**config.mk**
```make
export PLATFORM = sky130hd
export DESIGN_NAME = uart_rx
export DESIGN_NICKNAME = d
export VERILOG_FILES = /design/src/rtl/uart_rx.sv
export SDC_FILE = /design/constraint.sdc
export NUM_CORES = 1
export LEC_CHECK = 0
export ABC_AREA = 1
export BUFFER_PORTS_ARGS = -buffer_cell sky130_fd_sc_hd__buf_2
export CAP_MARGIN = 20
export CELL_PAD_IN_SITES_DETAIL_PLACEMENT = 1
export CELL_PAD_IN_SITES_GLOBAL_PLACEMENT = 2
export CORE_UTILIZATION = 36
export DETAILED_ROUTE_END_ITERATION = 8
export PLACE_DENSITY_LB_ADDON = 0.05
export RECOVER_POWER = 25
export SYNTH_ARGS = -nofsm -noshare
export SYNTH_HDL_FRONTEND = slang
export SYNTH_SLANG_ARGS = --single-unit
```
**constraint.sdc**
```tcl
create_clock -name clk_from_FPGA -period 1.78 [get_ports clk_from_FPGA]
set_clock_uncertainty 0.15 [all_clocks]
set_input_delay 0.356 -clock clk_from_FPGA [delete_from_list [all_inputs] [get_ports clk_from_FPGA]]
set_output_delay 0.356 -clock clk_from_FPGA [all_outputs]
set_load 0.01 [all_outputs]
```
**src/rtl/uart_rx.sv**
```systemverilog
// -----------------------------------------------------------------------------
// uart_rx
// Receive side of the pc_one SoC UART. Oversamples an asynchronous 8N1 line in
// the core clock domain, assembles bytes LSB-first and hands them to the core
// through a valid/ready receive buffer. Framing errors and overruns are
// reported as single-cycle pulses.
//
// Optional feature macro: UART_RX_FIFO_EN
//   defined     : receive buffer is a FIFO_DEPTH-entry circular FIFO
//   not defined : receive buffer is a single holding register
//
// Parameters
//   CLKS_PER_BIT : core clocks per bit period (8..65535)
//   FIFO_DEPTH   : FIFO entries when UART_RX_FIFO_EN is defined (power of 2, >=2)
//
// Ports
//   clk_from_FPGA         in   core clock
//   rst_from_FPGA         in   asynchronous active-high reset
//   uart_rx_pin_from_FPGA in   serial line, idle high, asynchronous
//   rx_data               out  byte at head of the buffer (valid with rx_valid)
//   rx_valid              out  buffer non-empty
//   rx_ready              in   consumer pop, taken when rx_valid && rx_ready
//   frame_err             out  one-cycle pulse: stop bit sampled low
//   overrun               out  one-cycle pulse: completed byte dropped (full)
// -----------------------------------------------------------------------------
`timescale 1ns/1ps

module uart_rx #(
  parameter int CLKS_PER_BIT = 104,
  parameter int FIFO_DEPTH   = 4
) (
  input  logic       clk_from_FPGA,
  input  logic       rst_from_FPGA,
  input  logic       uart_rx_pin_from_FPGA,
  output logic [7:0] rx_data,
  output logic       rx_valid,
  input  logic       rx_ready,
  output logic       frame_err,
  output logic       overrun
);

  localparam int CNT_W = $clog2(CLKS_PER_BIT);
  localparam logic [CNT_W-1:0] HALF_LAST = CNT_W'(CLKS_PER_BIT / 2 - 1);
  localparam logic [CNT_W-1:0] BIT_LAST  = CNT_W'(CLKS_PER_BIT - 1);

  // Elaboration-time guards on the parameter contract.
  if (CLKS_PER_BIT < 8 || CLKS_PER_BIT > 65535) begin : g_bad_clks
    $error("uart_rx: CLKS_PER_BIT out of range 8..65535");
  end
  if (FIFO_DEPTH < 2 || (FIFO_DEPTH & (FIFO_DEPTH - 1)) != 0) begin : g_bad_depth
    $error("uart_rx: FIFO_DEPTH must be a power of two >= 2");
  end

  // ---------------------------------------------------------------------------
  // Input synchronizer plus edge register. All three flops reset high so the
  // line looks idle coming out of reset.
  // ---------------------------------------------------------------------------
  logic r_sync1;
  logic r_sync2;
  logic r_prev;
  logic w_rx_s;

  always_ff @(posedge clk_from_FPGA or posedge rst_from_FPGA) begin
    if (rst_from_FPGA) begin
      r_sync1 <= 1'b1;
      r_sync2 <= 1'b1;
      r_prev  <= 1'b1;
    end else begin
      r_sync1 <= uart_rx_pin_from_FPGA;
      r_sync2 <= r_sync1;
      r_prev  <= r_sync2;
    end
  end

  assign w_rx_s = r_sync2;

  // ---------------------------------------------------------------------------
  // Frame FSM. Results of the stop-bit sample are registered into one-cycle
  // request flags that the buffer consumes on the following edge.
  // ---------------------------------------------------------------------------
  typedef enum logic [1:0] {
    S_IDLE  = 2'd0,
    S_START = 2'd1,
    S_DATA  = 2'd2,
    S_STOP  = 2'd3
  } state_t;

  state_t           r_state;
  logic [CNT_W-1:0] r_clk_cnt;
  logic [2:0]       r_bit_idx;
  logic [7:0]       r_shift;
  logic             r_push_req;
  logic             r_ferr_req;

  always_ff @(posedge clk_from_FPGA or posedge rst_from_FPGA) begin
    if (rst_from_FPGA) begin
      r_state    <= S_IDLE;
      r_clk_cnt  <= '0;
      r_bit_idx  <= '0;
      r_shift    <= '0;
      r_push_req <= 1'b0;
      r_ferr_req <= 1'b0;
    end else begin
      r_push_req <= 1'b0;
      r_ferr_req <= 1'b0;
      case (r_state)
        S_IDLE: begin
          // Only a genuine 1->0 transition starts a frame, so a line held low
          // after a break or framing error is ignored until it recovers.
          if (r_prev && !w_rx_s) begin
            r_state   <= S_START;
            r_clk_cnt <= '0;
            r_bit_idx <= '0;
          end
        end
        S_START: begin
          if (r_clk_cnt == HALF_LAST) begin
            r_clk_cnt <= '0;
            // Line back high at mid start bit: treat as a glitch.
            r_state   <= w_rx_s ? S_IDLE : S_DATA;
          end else begin
            r_clk_cnt <= r_clk_cnt + 1'b1;
          end
        end
        S_DATA: begin
          if (r_clk_cnt == BIT_LAST) begin
            r_clk_cnt          <= '0;
            r_shift[r_bit_idx] <= w_rx_s;
            if (r_bit_idx == 3'd7) begin
              r_state <= S_STOP;
            end else begin
              r_bit_idx <= r_bit_idx + 1'b1;
            end
          end else begin
            r_clk_cnt <= r_clk_cnt + 1'b1;
          end
        end
        S_STOP: begin
          if (r_clk_cnt == BIT_LAST) begin
            r_clk_cnt <= '0;
            // Back to IDLE on the sample edge so a back-to-back start bit is
            // never missed.
            r_state   <= S_IDLE;
            if (w_rx_s) begin
              r_push_req <= 1'b1;
            end else begin
              r_ferr_req <= 1'b1;
            end
          end else begin
            r_clk_cnt <= r_clk_cnt + 1'b1;
          end
        end
        default: r_state <= S_IDLE;
      endcase
    end
  end

  // ---------------------------------------------------------------------------
  // Receive buffer. r_shift stays stable for at least half a bit after the
  // stop sample, so it is still the completed byte when r_push_req is seen.
  // ---------------------------------------------------------------------------
  logic w_pop;
  logic w_push;

  assign w_pop = rx_valid && rx_ready;

`ifdef UART_RX_FIFO_EN
  localparam int PTR_W = $clog2(FIFO_DEPTH);

  logic [7:0]       r_mem [FIFO_DEPTH];
  logic [PTR_W-1:0] r_wr_ptr;
  logic [PTR_W-1:0] r_rd_ptr;
  logic [PTR_W:0]   r_count;
  logic [PTR_W-1:0] w_rd_next;
  logic             w_full;

  assign rx_valid  = (r_count != '0);
  assign w_full    = (r_count == (PTR_W + 1)'(FIFO_DEPTH));
  // A simultaneous pop frees a slot, so a full buffer still accepts the push.
  assign w_push    = r_push_req && (!w_full || w_pop);
  assign w_rd_next = r_rd_ptr + 1'b1;

  always_ff @(posedge clk_from_FPGA) begin
    if (w_push) begin
      r_mem[r_wr_ptr] <= r_shift;
    end
  end

  always_ff @(posedge clk_from_FPGA or posedge rst_from_FPGA) begin
    if (rst_from_FPGA) begin
      r_wr_ptr  <= '0;
      r_rd_ptr  <= '0;
      r_count   <= '0;
      rx_data   <= 8'h00;
      frame_err <= 1'b0;
      overrun   <= 1'b0;
    end else begin
      frame_err <= r_ferr_req;
      overrun   <= r_push_req && w_full && !w_pop;
      if (w_push) begin
        r_wr_ptr <= r_wr_ptr + 1'b1;
      end
      if (w_pop) begin
        r_rd_ptr <= w_rd_next;
      end
      case ({w_push, w_pop})
        2'b10:   r_count <= r_count + 1'b1;
        2'b01:   r_count <= r_count - 1'b1;
        default: r_count <= r_count;
      endcase
      // rx_data is a registered copy of the head entry. On a pop the new head
      // is either the next stored entry or, if the buffer held only one byte,
      // the byte being pushed this cycle.
      if (w_pop) begin
        if (r_count > (PTR_W + 1)'(1)) begin
          rx_data <= r_mem[w_rd_next];
        end else if (w_push) begin
          rx_data <= r_shift;
        end
      end else if (w_push && (r_count == '0)) begin
        rx_data <= r_shift;
      end
    end
  end
`else
  logic r_hold_valid;

  assign rx_valid = r_hold_valid;
  assign w_push   = r_push_req && (!r_hold_valid || w_pop);

  always_ff @(posedge clk_from_FPGA or posedge rst_from_FPGA) begin
    if (rst_from_FPGA) begin
      r_hold_valid <= 1'b0;
      rx_data      <= 8'h00;
      frame_err    <= 1'b0;
      overrun      <= 1'b0;
    end else begin
      frame_err <= r_ferr_req;
      overrun   <= r_push_req && r_hold_valid && !w_pop;
      if (w_push) begin
        r_hold_valid <= 1'b1;
        rx_data      <= r_shift;
      end else if (w_pop) begin
        r_hold_valid <= 1'b0;
      end
    end
  end
`endif

endmodule

```
## Word level (Yosys, flattened, before mapping)

Index checks and enable logic that the tools add are counted.

- Register bits: 36
- Input bits: 4

- $add $sub $neg: 2
- Order comparisons: 2
- Eq/ne operators: 12
- Multiplexer cells: 26
- Reductions and logical operators: 17

Operators with widths:

| operator | count |
|---|---|
| $mux 7 | 3 |
| $pmux 7 s3 | 1 |
| $mux 2 | 6 |
| $ne 2x2->1 const B | 6 |
| $mux 1 | 9 |
| $mux 3 | 3 |
| $bwmux 8 | 1 |
| $pmux 2 s4 | 1 |
| $add 7x1->7 const B | 1 |
| $eq 7x6->1 const B | 1 |
| $eq 7x7->1 const B | 1 |
| $logic_and 1x1->1 | 6 |
| $pmux 3 s2 | 1 |
| $reduce_and 5->1 | 1 |
| $eq 2x2->1 const B | 2 |
| $lt 3x4->1 const B | 1 |
| $reduce_and 4->1 | 1 |
| $reduce_bool 2->1 | 2 |
| $add 3x1->3 const B | 1 |
| $demux 1 s3 | 1 |
| $eq 3x3->1 const B | 1 |
| $ge 3x1->1 const B | 1 |
| $logic_not 1->1 | 3 |
| $eq 2x1->1 const B | 1 |
| 4 further kinds | 4 |

## Depth between registers and ports, before layout

Gate-level depths: netlist (run 1).

- Word-level depth: 5
- Mapped depth: 10
- Depth with buffers taken out: 10

## Worst setup path before layout (run 1)

No wires, ideal clock.

- Path kind: reg-to-reg
- From: reg r_bit_idx[0]
- To: reg r_bit_idx[0]
- Library setup time: 123 ps
- Arrival: 1192 ps
- Slack: 315 ps
- Cell stages (with the launch flop): 9
- Cells stage by stage: dfrtp_1 > ha_1 > ha_1 > inv_1 > nand2_1 > nand2_1 > nand2_1 > nor2_1 > a21oi_1

- Word-level cells in the longest chain between the ends: 4

Ends and longest elaborated chain:

| what | line | RTL |
|---|---|---|
| start, declared | 90 | `logic [2:0] r_bit_idx;` |
| start signal, assigned | 132 | `r_bit_idx <= r_bit_idx + 1'b1;` |
| $add 3x1->3 | 132 |  |
| $mux 3 | 129 | `if (r_bit_idx == 3'd7) begin` |
| $mux 3 | 126 | `if (r_clk_cnt == BIT_LAST) begin` |
| $pmux 3 s2 | 106 | `case (r_state)` |

Several ways; a longest one is shown, not always the timed one. The select of a mux whose other input is x is not followed.
A chain may end at the register's enable or synchronous reset.

==> results of run 1 <==
==> how the worst min path moves through the flow <==
stage	endpoint	depth (start not counted)	slack (ns)	startpoint
2_1_floorplan	frame_err	0	0.18	r_ferr_req
3_3_place_gp	frame_err	0	0.18	r_ferr_req
3_5_place_dp	frame_err	0	0.19	r_ferr_req
4_1_cts	r_sync1	1	0.008	uart_rx_pin_from_FPGA
5_1_grt	r_sync1	1	0.0005	uart_rx_pin_from_FPGA
6_report	r_sync1	1	0.02	uart_rx_pin_from_FPGA
==> power groups by stage <==
| stage | clock [mW] | combinational [mW] | sequential [mW] |
|---|---|---|---|
| 6_report | 0.781 | 0.539 | 0.999 |
| 2_1_floorplan | 0 | 0.394 | 0.994 |
| 3_5_place_dp | 0 | 0.540 | 1.02 |
| 5_1_grt | 0.848 | 0.622 | 1.02 |
| 3_3_place_gp | 0 | 0.520 | 1.01 |
| 4_1_cts | 0.815 | 0.542 | 1.00 |
==> layout by cell type, fill, tap and decap left out, types with 2 or more instances in the layout <==
cell type / n
sky130_fd_sc_hd__a21oi_1: 4
sky130_fd_sc_hd__buf_2: 14
sky130_fd_sc_hd__buf_4: 3
sky130_fd_sc_hd__clkbuf_8: 7
sky130_fd_sc_hd__dfrtp_1: 33
sky130_fd_sc_hd__dfstp_2: 3
sky130_fd_sc_hd__ha_1: 2
sky130_fd_sc_hd__inv_1: 19
sky130_fd_sc_hd__inv_2: 4
sky130_fd_sc_hd__mux2_2: 8
sky130_fd_sc_hd__nand2_1: 37
sky130_fd_sc_hd__nand2_2: 2
sky130_fd_sc_hd__nand3_1: 18
sky130_fd_sc_hd__nor2_1: 13
sky130_fd_sc_hd__nor2_2: 2
sky130_fd_sc_hd__nor3_1: 4
sky130_fd_sc_hd__o21ai_0: 4
sky130_fd_sc_hd__o21ai_1: 8
sky130_fd_sc_hd__o22ai_1: 2
sky130_fd_sc_hd__xor2_1: 2
==> cell usage after synthesis <==
cell and instances:
sky130_fd_sc_hd__nand3_1 18, sky130_fd_sc_hd__nor2_1 13, sky130_fd_sc_hd__o21ai_1 8, sky130_fd_sc_hd__nor2_8 1, sky130_fd_sc_hd__a21oi_1 4, sky130_fd_sc_hd__dfstp_2 3
sky130_fd_sc_hd__nor3_1 4, sky130_fd_sc_hd__o22ai_1 2, sky130_fd_sc_hd__inv_1 19, sky130_fd_sc_hd__o221ai_1 1, sky130_fd_sc_hd__nor2_4 1, sky130_fd_sc_hd__nor2_2 2
sky130_fd_sc_hd__dfrtp_1 33, sky130_fd_sc_hd__xor2_1 2, sky130_fd_sc_hd__o21ai_0 4, sky130_fd_sc_hd__nand3_4 1, sky130_fd_sc_hd__nand2_1 38, sky130_fd_sc_hd__nand3b_1 1
sky130_fd_sc_hd__inv_2 4, sky130_fd_sc_hd__mux2_2 8, sky130_fd_sc_hd__nand2_2 1, sky130_fd_sc_hd__bufbuf_8 1, sky130_fd_sc_hd__ha_1 3
==> per-layer routing <==
metal / vias to the layer above / wire length, um / GRT usage [%]
li1: 604 / - / -
met1: 574 / 1470 / 19.1
met2: 13 / 1650 / 27.4
met3: 7 / 83 / 3.63
met4: 0 / 56 / 6.80
met5: - / 0 / 0
==> through the flow <==
step                      area, um2  hold slack [ns]
after floorplan                1630            0.181
after global placement         1780            0.185
after CTS                      1910          0.00837
final                          1910           0.0172
after global routing           1910         0.000452
after detailed placement       1780            0.187
==> state kept, by name, summed over array words and instances, names as in the netlist, named ones only <==
name and cells:
r_ferr_req 1, r_sync2 1, rx_valid 1, rx_data 8, r_clk_cnt 7, r_sync1 1, r_state 1, r_shift 8
r_bit_idx 3, frame_err 1, overrun 1, r_push_req 1, r_prev 1
==> timing repair <==
action / 4_1_cts / 5_1_grt
gates resized for setup: 0 / 2
endpoints found under the setup margin: 0 / 4
buffers inserted: 0 / 0
==> kinds of logic after synthesis <==
kind of cell / share of synthesized area, %
XOR/XNOR: 1.07
multiplexers: 5.52
flip-flops: 55.4
adder cells (fa/ha/maj): 2.30
buffers and inverters: 6.44
AO/OA/AOI/OAI: 6.21
AND/OR/NAND/NOR: 23.1
==> worst register-to-register path, delay by kind of cell, from the launching register on <==
family / cells / cell delay [ns]
fa+ha+maj: 1 / 0.22
flops: 1 / 0.40
buf+inv: 1 / 0.10
simple gates: 7 / 0.70
==> cell type report <==
class                           instances  area, um2  area share (%)
Sequential cell                        36        905            47.4
Clock inverter                          1       30.0            1.57
Inverter                               23       86.3            4.52
Multi-Input combinational cell        112        628            32.9
Tap cell                               52       65.1            3.41
Clock buffer                            7       96.3            5.05
Timing Repair Buffer                   18       97.6            5.11
==> impl_summary.txt, run 1 <==
----------------------------------------------------
[GRT]
  All-layer global routing usage ... 15.9%
  Overflow left after global routing ... 0
  Pin count of the biggest net entering global routing ... 37
  Global-route wire length before repair ... 6.01 mm
  Number of global-route vias before repair ... 1304
  Antenna violations before repair ... 0

[Die]
  Initial cell density of the core ... 37.5%
  Die ar. ... 4810 um2
  IO Pins ... 15
  Standard cell core area ... 4350 um2
  Placement Rows ... 24
  Horizontal die dimension ... 69.3 um
  Die Span Y ... 69.3 um

[Final layout]
  Share of post-route cells with drive strength above 1 ... 24.9%
  Ant. Diodes ... 0
  Post-layout instance count excluding filler cells ... 249
  Growth of design area from synthesis to finish ... 16.9%
  Number of nets in the final layout ... 203
  Final Core Density ... 43.8%
  Filler cell count ... 519

[Logic synthesis]
  Distinct cell type count after synthesis ... 23
  Number of nets produced by synthesis ... 179
  Synth Cell Area ... 1630 um2
  Number of instances in the synthesized netlist ... 172
  Cell type with the highest aggregate area in the netlist ... sky130_fd_sc_hd__dfrtp_1
  Largest cells by area after synthesis ... sky130_fd_sc_hd__dfrtp_1 (51%), sky130_fd_sc_hd__nand2_1 (8.7%), sky130_fd_sc_hd__nand3_1 (5.5%)
  Flop and latch count out of synthesis ... 36
  Share of the yosys chip area belonging to registers ... 55.4%
  Area share of the leading cell type in the synthesized netlist ... 50.6%
  Count of warnings emitted by yosys ... 0
  Mean Syn Cell Area ... 9.49 um2

[Critical path]
  Launch point of the worst reg-to-reg path ... r_clk_cnt[0]
  List of cells traversed by the critical path ... ha_2 -> nand2_1 -> inv_2 -> nand3_4 -> nand2_1 -> nand2_1 -> nor2_1 -> nand3_1 -> nand2_1
  Flop2flop setup slack ... 0.15 ns
  Crit end category ... flop
  Maximum single-stage delay on the critical path ... 0.40 ns
  Worst setup path startpoint ... r_clk_cnt[0]
  Required time of the worst setup path ... 1.85 ns
  CP arrival ... 1.70 ns
  CP bufs+invs ... 1
  Levels on crit path ... 9
  Crit Path Class ... flop to flop
  Startpoint type of the worst setup path ... flop
  Worst r2r path cells ... 9
  Dominant cell type by count on the critical path ... sky130_fd_sc_hd__nand2_1
  CP max FO ... 8
  Dominant delay contributor by cell family on the critical path ... simple AND/OR/NAND/NOR gates
  Worst-path cell with the longest stage delay ... sky130_fd_sc_hd__dfrtp_1

[Drt]
  Antenna violation net count after detailed routing ... 0
  Total wirelength of the detailed-routed design ... 3.26 mm
  DRC violation count after routing ... 0
  Initial DRC count ... 75
  Total via count after detailed routing ... 1198
  Mean routed wirelength per cell ... 13.1 um
  Iteration count of the initial detailed-routing pass ... 4
  Vias/cell ... 4.81

[Clocking]
  # hold bufs at CTS ... 0
  Buffers from clock root to sink, at most ... 2
  TritonCTS Sinks ... 36
  H-Tree Depth ... 2
  Latest clock arrival within the worst-skew pair ... 0.29 ns
  Num CTS Buffers ... 5
  CTS tree ... yes
  Clock root buffer ... sky130_fd_sc_hd__clkbuf_8
  Register clock-pin slew on the reported worst setup and hold paths ... 0.07 ns

[Power and ir drop]
  Cell Int Power ... 1.57 mW
  Share of power burned in the clock network ... 33.7%
  IR drop worst, VDD ... 0.590 mV
  Switching Fraction ... 32.2%
  Portion of total power attributed to sequential cells ... 43.1%
  Leakage power summed over all cells ... 1.01 nW
  Total chip power ... 2.32 mW
  Switching power ... 748 uW
  Gate power share ... 23.2%
  Cell area power density ... 1220 nW/um2

[Job]
  Number of max-cap violations ... 0

[STA]
  Final critical-path setup slack ... 0.154 ns
  Tightest Pin Transition ... 0.890 ns
  Final count of pins violating max slew ... 0
  Final number of setup-violating endpoints ... 0
  Unrepaired setup endpoints after global routing ... false
  Min Tclk post-route ... 1.63 ns
  Top achievable clock speed ... 615 MHz
  Final Cycle Share ... 91.3%
  Worst rel slew slack ... 40.6%
  Hold violation total from the final report ... 0
  Post-route setup TNS ... 0 ns

[Placement]
  Input/output buffers ... 14
  GPL Wtd Cong ... 0.760
  Placed wire-length estimate ... 2.45 mm
  # placed instances ... 241
  Dpl ws ... 0.120 ns

[Run status]
  Outcome ... finished, final reports clean

[Min path]
  Hold Crit Class ... primary input to flop

----------------------------------------------------
No activity file was read; power rests on OpenSTA's default activity.
==> inputs of run 2 (changes only) <==
ABC_AREA = default   (was 1)
CORE_UTILIZATION = 40   (was 36)
CTS_BUF_LIST = sky130_fd_sc_hd__clkbuf_8   (was default)
TNS_END_PERCENT = 50   (was default)
==> run 2 against run 1 <==
Effect of this change: final cell count down 5.2%; global-route usage is 3.2 points higher; sequential share of layout area shrank 4.1 points; sequential cell count stayed put; clock-buffer cell count shrank 2; power grew 6.5%; synthesized area increased by 1.9%; critical path type unchanged; largest cell class unchanged.
==> impl_summary.txt, run 2 <==
----------------------------------------------------
[Logic synthesis]
  Top-count cell post-synth ... sky130_fd_sc_hd__dfrtp_1
  Synth Flop Type ... sky130_fd_sc_hd__dfrtp_1
  Count of warnings emitted by yosys ... 0
  Post-synth top cells ... sky130_fd_sc_hd__dfrtp_1 (33), sky130_fd_sc_hd__nand2_1 (20), sky130_fd_sc_hd__mux2_2 (11)
  Mean Syn Cell Area ... 11.2 um2
  Number of instances in the synthesized netlist ... 149
  Largest cells by area after synthesis ... sky130_fd_sc_hd__dfrtp_1 (50%), sky130_fd_sc_hd__mux2_2 (7.4%), sky130_fd_sc_hd__dfstp_2 (4.7%)
  EDFF count, synth ... 0
  Area share of the leading cell type in the synthesized netlist ... 49.6%
  Synth Cell Area ... 1660 um2
  Flop and latch count out of synthesis ... 36
  Cell type with the highest aggregate area in the netlist ... sky130_fd_sc_hd__dfrtp_1
  Number of nets produced by synthesis ... 156
  Fraction of registers with async set or reset after synthesis ... 100%
  Share of the yosys chip area belonging to registers ... 54.4%
  Distinct cell type count after synthesis ... 37

[Drt]
  DRC violation count after routing ... 0
  Mean routed wirelength per cell ... 15.5 um
  Iteration count of the initial detailed-routing pass ... 4
  Total wirelength of the detailed-routed design ... 3.65 mm
  Total via count after detailed routing ... 1210
  Antenna violation net count after detailed routing ... 0
  Vias/cell ... 5.13
  Initial DRC count ... 49

[Die]
  Die ar. ... 4420 um2
  IO Pins ... 15
  Die Span Y ... 66.5 um
  Horizontal die dimension ... 66.5 um
  Standard cell core area ... 4000 um2
  Placement Rows ... 23
  Initial cell density of the core ... 41.6%

[Final layout]
  Number of nets in the final layout ... 192
  Biggest registers after layout ... r_shift x8, rx_data x8, r_clk_cnt x7
  Filler cell count ... 456
  Most common cell after layout, fill and taps aside ... sky130_fd_sc_hd__dfrtp_1
  Growth of design area from synthesis to finish ... 25.6%
  Layout Cell Area excl Fill ... 2090 um2
  Ant. Diodes ... 0
  Most frequent cells in the layout ... sky130_fd_sc_hd__dfrtp_1 (33), sky130_fd_sc_hd__nand2_1 (20), sky130_fd_sc_hd__buf_4 (18), sky130_fd_sc_hd__buf_2 (14), sky130_fd_sc_hd__mux2_2 (10)
  Share of post-route cells with drive strength above 1 ... 36.0%

[Power and ir drop]
  Total chip power ... 2.47 mW
  Cell area power density ... 1180 nW/um2
  IR drop worst, VDD ... 0.642 mV
  Leakage power summed over all cells ... 1.01 nW

[STA]
  Final critical-path setup slack ... 0.0159 ns
  Post-route setup TNS ... 0 ns
  Final count of pins violating max slew ... 0
  Final number of setup-violating endpoints ... 0
  Worst rel slew slack ... 40.8%
  Unrepaired setup endpoints after global routing ... true
  Min Tclk post-route ... 1.76 ns
  Tightest Pin Transition ... 0.888 ns
  Hold violation total from the final report ... 0
  Final Cycle Share ... 99.1%
  Top achievable clock speed ... 567 MHz

[Clocking]
  Num CTS Buffers ... 5
  H-Tree Depth ... 2
  Clock root buffer ... sky130_fd_sc_hd__clkbuf_8
  TritonCTS Sinks ... 36
  Latest clock arrival within the worst-skew pair ... 0.29 ns
  Buffers from clock root to sink, at most ... 2
  CTS tree ... yes
  Register clock-pin slew on the reported worst setup and hold paths ... 0.07 ns

[Critical path]
  CP arrival ... 1.80 ns
  Required time of the worst setup path ... 1.81 ns
  Startpoint type of the worst setup path ... flop
  Worst r2r path cells ... 4
  Crit end category ... flop
  CP max FO ... 5
  Flop2flop setup slack ... 0.02 ns
  Crit Path Class ... flop to flop
  Worst r2r dst ... r_shift[2]
  Launch point of the worst reg-to-reg path ... r_clk_cnt[3]

[Placement]
  Placed cell area ... 1900 um2
  GPL Wtd Cong ... 0.795
  Placed wire-length estimate ... 2.63 mm
  Dpl ws ... -0.0120 ns
  Input/output buffers ... 14

[GRT]
  Overflow left after global routing ... 0
  Global-route wire length before repair ... 5.99 mm
  Pin count of the biggest net entering global routing ... 37
  Number of global-route vias before repair ... 1231
  All-layer global routing usage ... 19.1%
  Antenna violations before repair ... 0

[Min path]
  Hold Crit Class ... primary input to async pin

[Run status]
  Outcome ... finished, final reports clean

[Job]
  Number of max-cap violations ... 0

----------------------------------------------------
## run 2: cell type report
class	instances	area (um2)	share of cell area, %
inverters	7	26.3	1.26
repair buffers	35	231	11.1
multi-input cells	100	758	36.3
clock inverters	3	38.8	1.86
well taps	50	62.6	2.99
flip-flops and latches	36	905	43.3
clock buffers	5	68.8	3.29
## run 2: worst max-delay path, stage by stage, from the launching register on
cell and delay [ns]:
sky130_fd_sc_hd__dfrtp_1 0.37, sky130_fd_sc_hd__and4bb_1 0.34, sky130_fd_sc_hd__nand4b_4 0.17, sky130_fd_sc_hd__nor4b_2 0.26, sky130_fd_sc_hd__mux2_2 0.36
## run 2: cells by family after synthesis
logic type	after synthesis	synth area share, %
XOR/XNOR	2	1.05
buffers and inverters	13	3.38
AO/OA/AOI/OAI	24	8.95
adder cells (fa/ha/maj)	3	2.26
flip-flops	36	54.4
multiplexers	15	9.92
AND/OR/NAND/NOR	56	20.1
## run 2: what timing repair did
| item | in CTS | in global routing |
|---|---|---|
| setup endpoints to repair | 3 | 9 |
| pin swaps | 1 | 1 |
| hold buffers | 1 | 0 |
| resized for setup | 1 | 10 |
| endpoints found under the hold margin | 1 | 0 |
| buffers inserted | 0 | 2 |
## run 2: worst max-delay path by stage
stage | startpoint | to | slack, ns | cells after the start
6_report | r_clk_cnt[3] | r_shift[2] | 0.02 | 4
3_3_place_gp | r_clk_cnt[0] | r_shift[2] | 0.03 | 5
3_5_place_dp | r_clk_cnt[0] | r_shift[2] | -0.01 | 5
4_1_cts | r_clk_cnt[0] | r_shift[4] | -0.002 | 5
5_1_grt | r_clk_cnt[1] | r_shift[2] | -0.06 | 5
2_1_floorplan | r_clk_cnt[3] | r_shift[2] | -0.004 | 4
## run 2: metal layers
| metal | global-route usage (%) | vias to the layer above | share of wire (%) |
|---|---|---|---|
| met4 | 7.98 | 0 | 1.7 |
| met2 | 30.4 | 14 | 50 |
| met1 | 24.1 | 601 | 46 |
| li1 | - | 589 | - |
| met3 | 5.65 | 6 | 2.6 |
| met5 | 0 | - | 0 |
## run 2: where the power goes
group          total, mW  internal [mW]  switching [mW]
clock              0.708          0.410           0.298
combinational      0.751          0.374           0.377
sequential          1.01          0.918          0.0946
total               2.47           1.70           0.769
## run 2: stage by stage
stage,hold WS (ns),utilization (%),std cells
after floorplan,0.181,-,149
after global placement,0.183,47.6,225
after detailed placement,0.200,47.6,225
after CTS,0.0254,50.6,234
after global routing,0.218,52.3,236
final,0.174,52.3,236
==> inputs of run 3 (changes only) <==
ABC_AREA = 1   (was default)
CAP_MARGIN = 40   (was 20)
CORE_MARGIN = 10   (was default)
CORE_UTILIZATION = 38   (was 40)
==> run 3 against run 2 <==
Effect of this change: sequential share of layout area rose by 3.4 points; sequential power barely moved; via count rose by 5.1%; power fell by 13%; setup slack improved by 0.055 ns; global-route usage fell by 8.4 points.
==> impl_summary.txt, run 3 (synthesis results as in run 1) <==
----------------------------------------------------
[Final layout]
  Reg area ... 905 um2
  Most common cell after layout, fill and taps aside ... sky130_fd_sc_hd__nand2_1
  Share of post-route cells with drive strength above 1 ... 27.6%
  Number of nets in the final layout ... 209
  Ant. Diodes ... 0
  Growth of design area from synthesis to finish ... 18.8%
  Most frequent cells in the layout ... sky130_fd_sc_hd__nand2_1 (37), sky130_fd_sc_hd__dfrtp_1 (33), sky130_fd_sc_hd__inv_1 (19), sky130_fd_sc_hd__nand3_1 (16), sky130_fd_sc_hd__buf_2 (14)
  Biggest registers after layout ... r_shift x8, rx_data x8, r_clk_cnt x7
  Multi-input gate area in the final layout ... 648 um2
  Filler cell count ... 484
  Final Core Density ... 47.5%

[Clocking]
  Buffers from clock root to sink, at most ... 2
  Num CTS Buffers ... 5
  H-Tree Depth ... 2
  Register clock-pin slew on the reported worst setup and hold paths ... 0.07 ns
  Clock root buffer ... sky130_fd_sc_hd__clkbuf_8
  CTS tree ... yes
  TritonCTS Sinks ... 36
  Latest clock arrival within the worst-skew pair ... 0.29 ns

[Placement]
  Placed wire-length estimate ... 2.62 mm
  Input/output buffers ... 14
  GPL Wtd Cong ... 0.769

[Critical path]
  CP arrival ... 1.73 ns
  Crit end category ... flop
  Crit Path Class ... flop to flop
  Required time of the worst setup path ... 1.80 ns
  Worst r2r path cells ... 9
  Startpoint type of the worst setup path ... flop
  CP max FO ... 8

[Die]
  Standard cell core area ... 4090 um2
  IO Pins ... 15
  Die ar. ... 7320 um2
  Placement Rows ... 23
  Initial cell density of the core ... 40.0%
  Die Span Y ... 85.6 um
  Horizontal die dimension ... 85.6 um

[GRT]
  Number of global-route vias before repair ... 1338
  Overflow left after global routing ... 0
  Global-route wire length before repair ... 6.42 mm
  All-layer global routing usage ... 10.7%
  Antenna violations before repair ... 0
  Pin count of the biggest net entering global routing ... 37

[STA]
  Tightest Pin Transition ... 0.891 ns
  Hold violation total from the final report ... 0
  Final number of setup-violating endpoints ... 0
  Worst Hold Margin ... 0.180 ns
  Worst rel slew slack ... 40.6%
  Post-route setup TNS ... 0 ns
  Final Cycle Share ... 96.0%
  Unrepaired setup endpoints after global routing ... true
  Min Tclk post-route ... 1.71 ns
  Final count of pins violating max slew ... 0
  Top achievable clock speed ... 585 MHz

[Min path]
  Hold Crit Class ... primary input to async pin

[Drt]
  Total wirelength of the detailed-routed design ... 3.65 mm
  Antenna violation net count after detailed routing ... 0
  Initial DRC count ... 48
  Mean routed wirelength per cell ... 14.4 um
  Vias/cell ... 5.03
  Total via count after detailed routing ... 1272
  Iteration count of the initial detailed-routing pass ... 4
  DRC violation count after routing ... 0

[Job]
  Number of max-cap violations ... 0

[Run status]
  Outcome ... finished, final reports clean

[Power and ir drop]
  IR drop worst, VDD ... 0.688 mV
  Leakage power summed over all cells ... 1.03 nW
  Cell area power density ... 1110 nW/um2

----------------------------------------------------
[run 3: cell count changes in the layout (fill, tap and decap cells not counted), sizes merged, moves of 4 or more]
cell | previous run | this run
nor2 | 9 | 17
inv | 8 | 23
mux2 | 12 | 8
o31ai | 4 | 0
o21ai | 8 | 12
nand2 | 20 | 39
nand3 | 4 | 19
buf | 33 | 22
[run 3: final cells by class]
type,instances,area share [%]
Tap cell,50,3.23
Sequential cell,36,46.6
Clock inverter,2,0.516
Timing Repair Buffer,24,7.48
Inverter,23,4.45
Multi-Input combinational cell,112,33.4
Clock buffer,6,4.26
[run 3: where the power goes]
group          switching (mW)  internal (mW)  total, mW
combinational           0.350          0.191      0.541
clock                   0.281          0.308      0.589
sequential              0.129          0.896       1.03
total                   0.760           1.40       2.16
[run 3: timing repair]
action | 4_1_cts | 5_1_grt
hold buffers | 0 | 1
hold endpoints to repair | 0 | 1
buffers inserted | 0 | 7
gates resized for setup | 0 | 7
endpoints found under the setup margin | 0 | 13
[run 3: metrics by stage]
stage / power [mW] / cells / worst slack (ns) / area, um2
after floorplan: 1.39 / 172 / 0.315 / 1630
after detailed placement: 1.53 / 237 / 0.0402 / 1760
after global placement: 1.51 / 237 / 0.192 / 1760
after CTS: 2.14 / 245 / 0.0238 / 1850
after global routing: 2.34 / 253 / -0.0445 / 1940
final: 2.16 / 253 / 0.0707 / 1940
[run 3: final timing paths]
path	end	slack, ns	start
hold reg to reg	frame_err	0.20	r_ferr_req
min in group clk_from_FPGA	overrun	0.18	rx_ready
setup reg to reg	r_shift[1]	0.07	r_clk_cnt[0]
hold / removal	rx_data[0]	0.18	rst_from_FPGA
max in group asynchronous	r_clk_cnt[0]	0.75	rst_from_FPGA
setup / recovery	r_shift[1]	0.07	r_clk_cnt[0]
[run 3: per-layer routing]
| metal | global-route usage, % | part of all wire [%] |
|---|---|---|
| met1 | 13.7 | 48 |
| met5 | 0 | 0 |
| met4 | 3.59 | 0.99 |
| met2 | 15.8 | 46 |
| met3 | 4.26 | 5.1 |
[run 3: worst max-delay path, stage by stage (launching register included)]
cell	delay [ns]
sky130_fd_sc_hd__dfrtp_1	0.43
sky130_fd_sc_hd__ha_4	0.17
sky130_fd_sc_hd__nand2_1	0.08
sky130_fd_sc_hd__inv_2	0.11
sky130_fd_sc_hd__nand3_4	0.15
sky130_fd_sc_hd__nor2_8	0.15
sky130_fd_sc_hd__buf_4	0.13
sky130_fd_sc_hd__nand3_1	0.09
sky130_fd_sc_hd__nand2_1	0.08
sky130_fd_sc_hd__o21ai_1	0.06
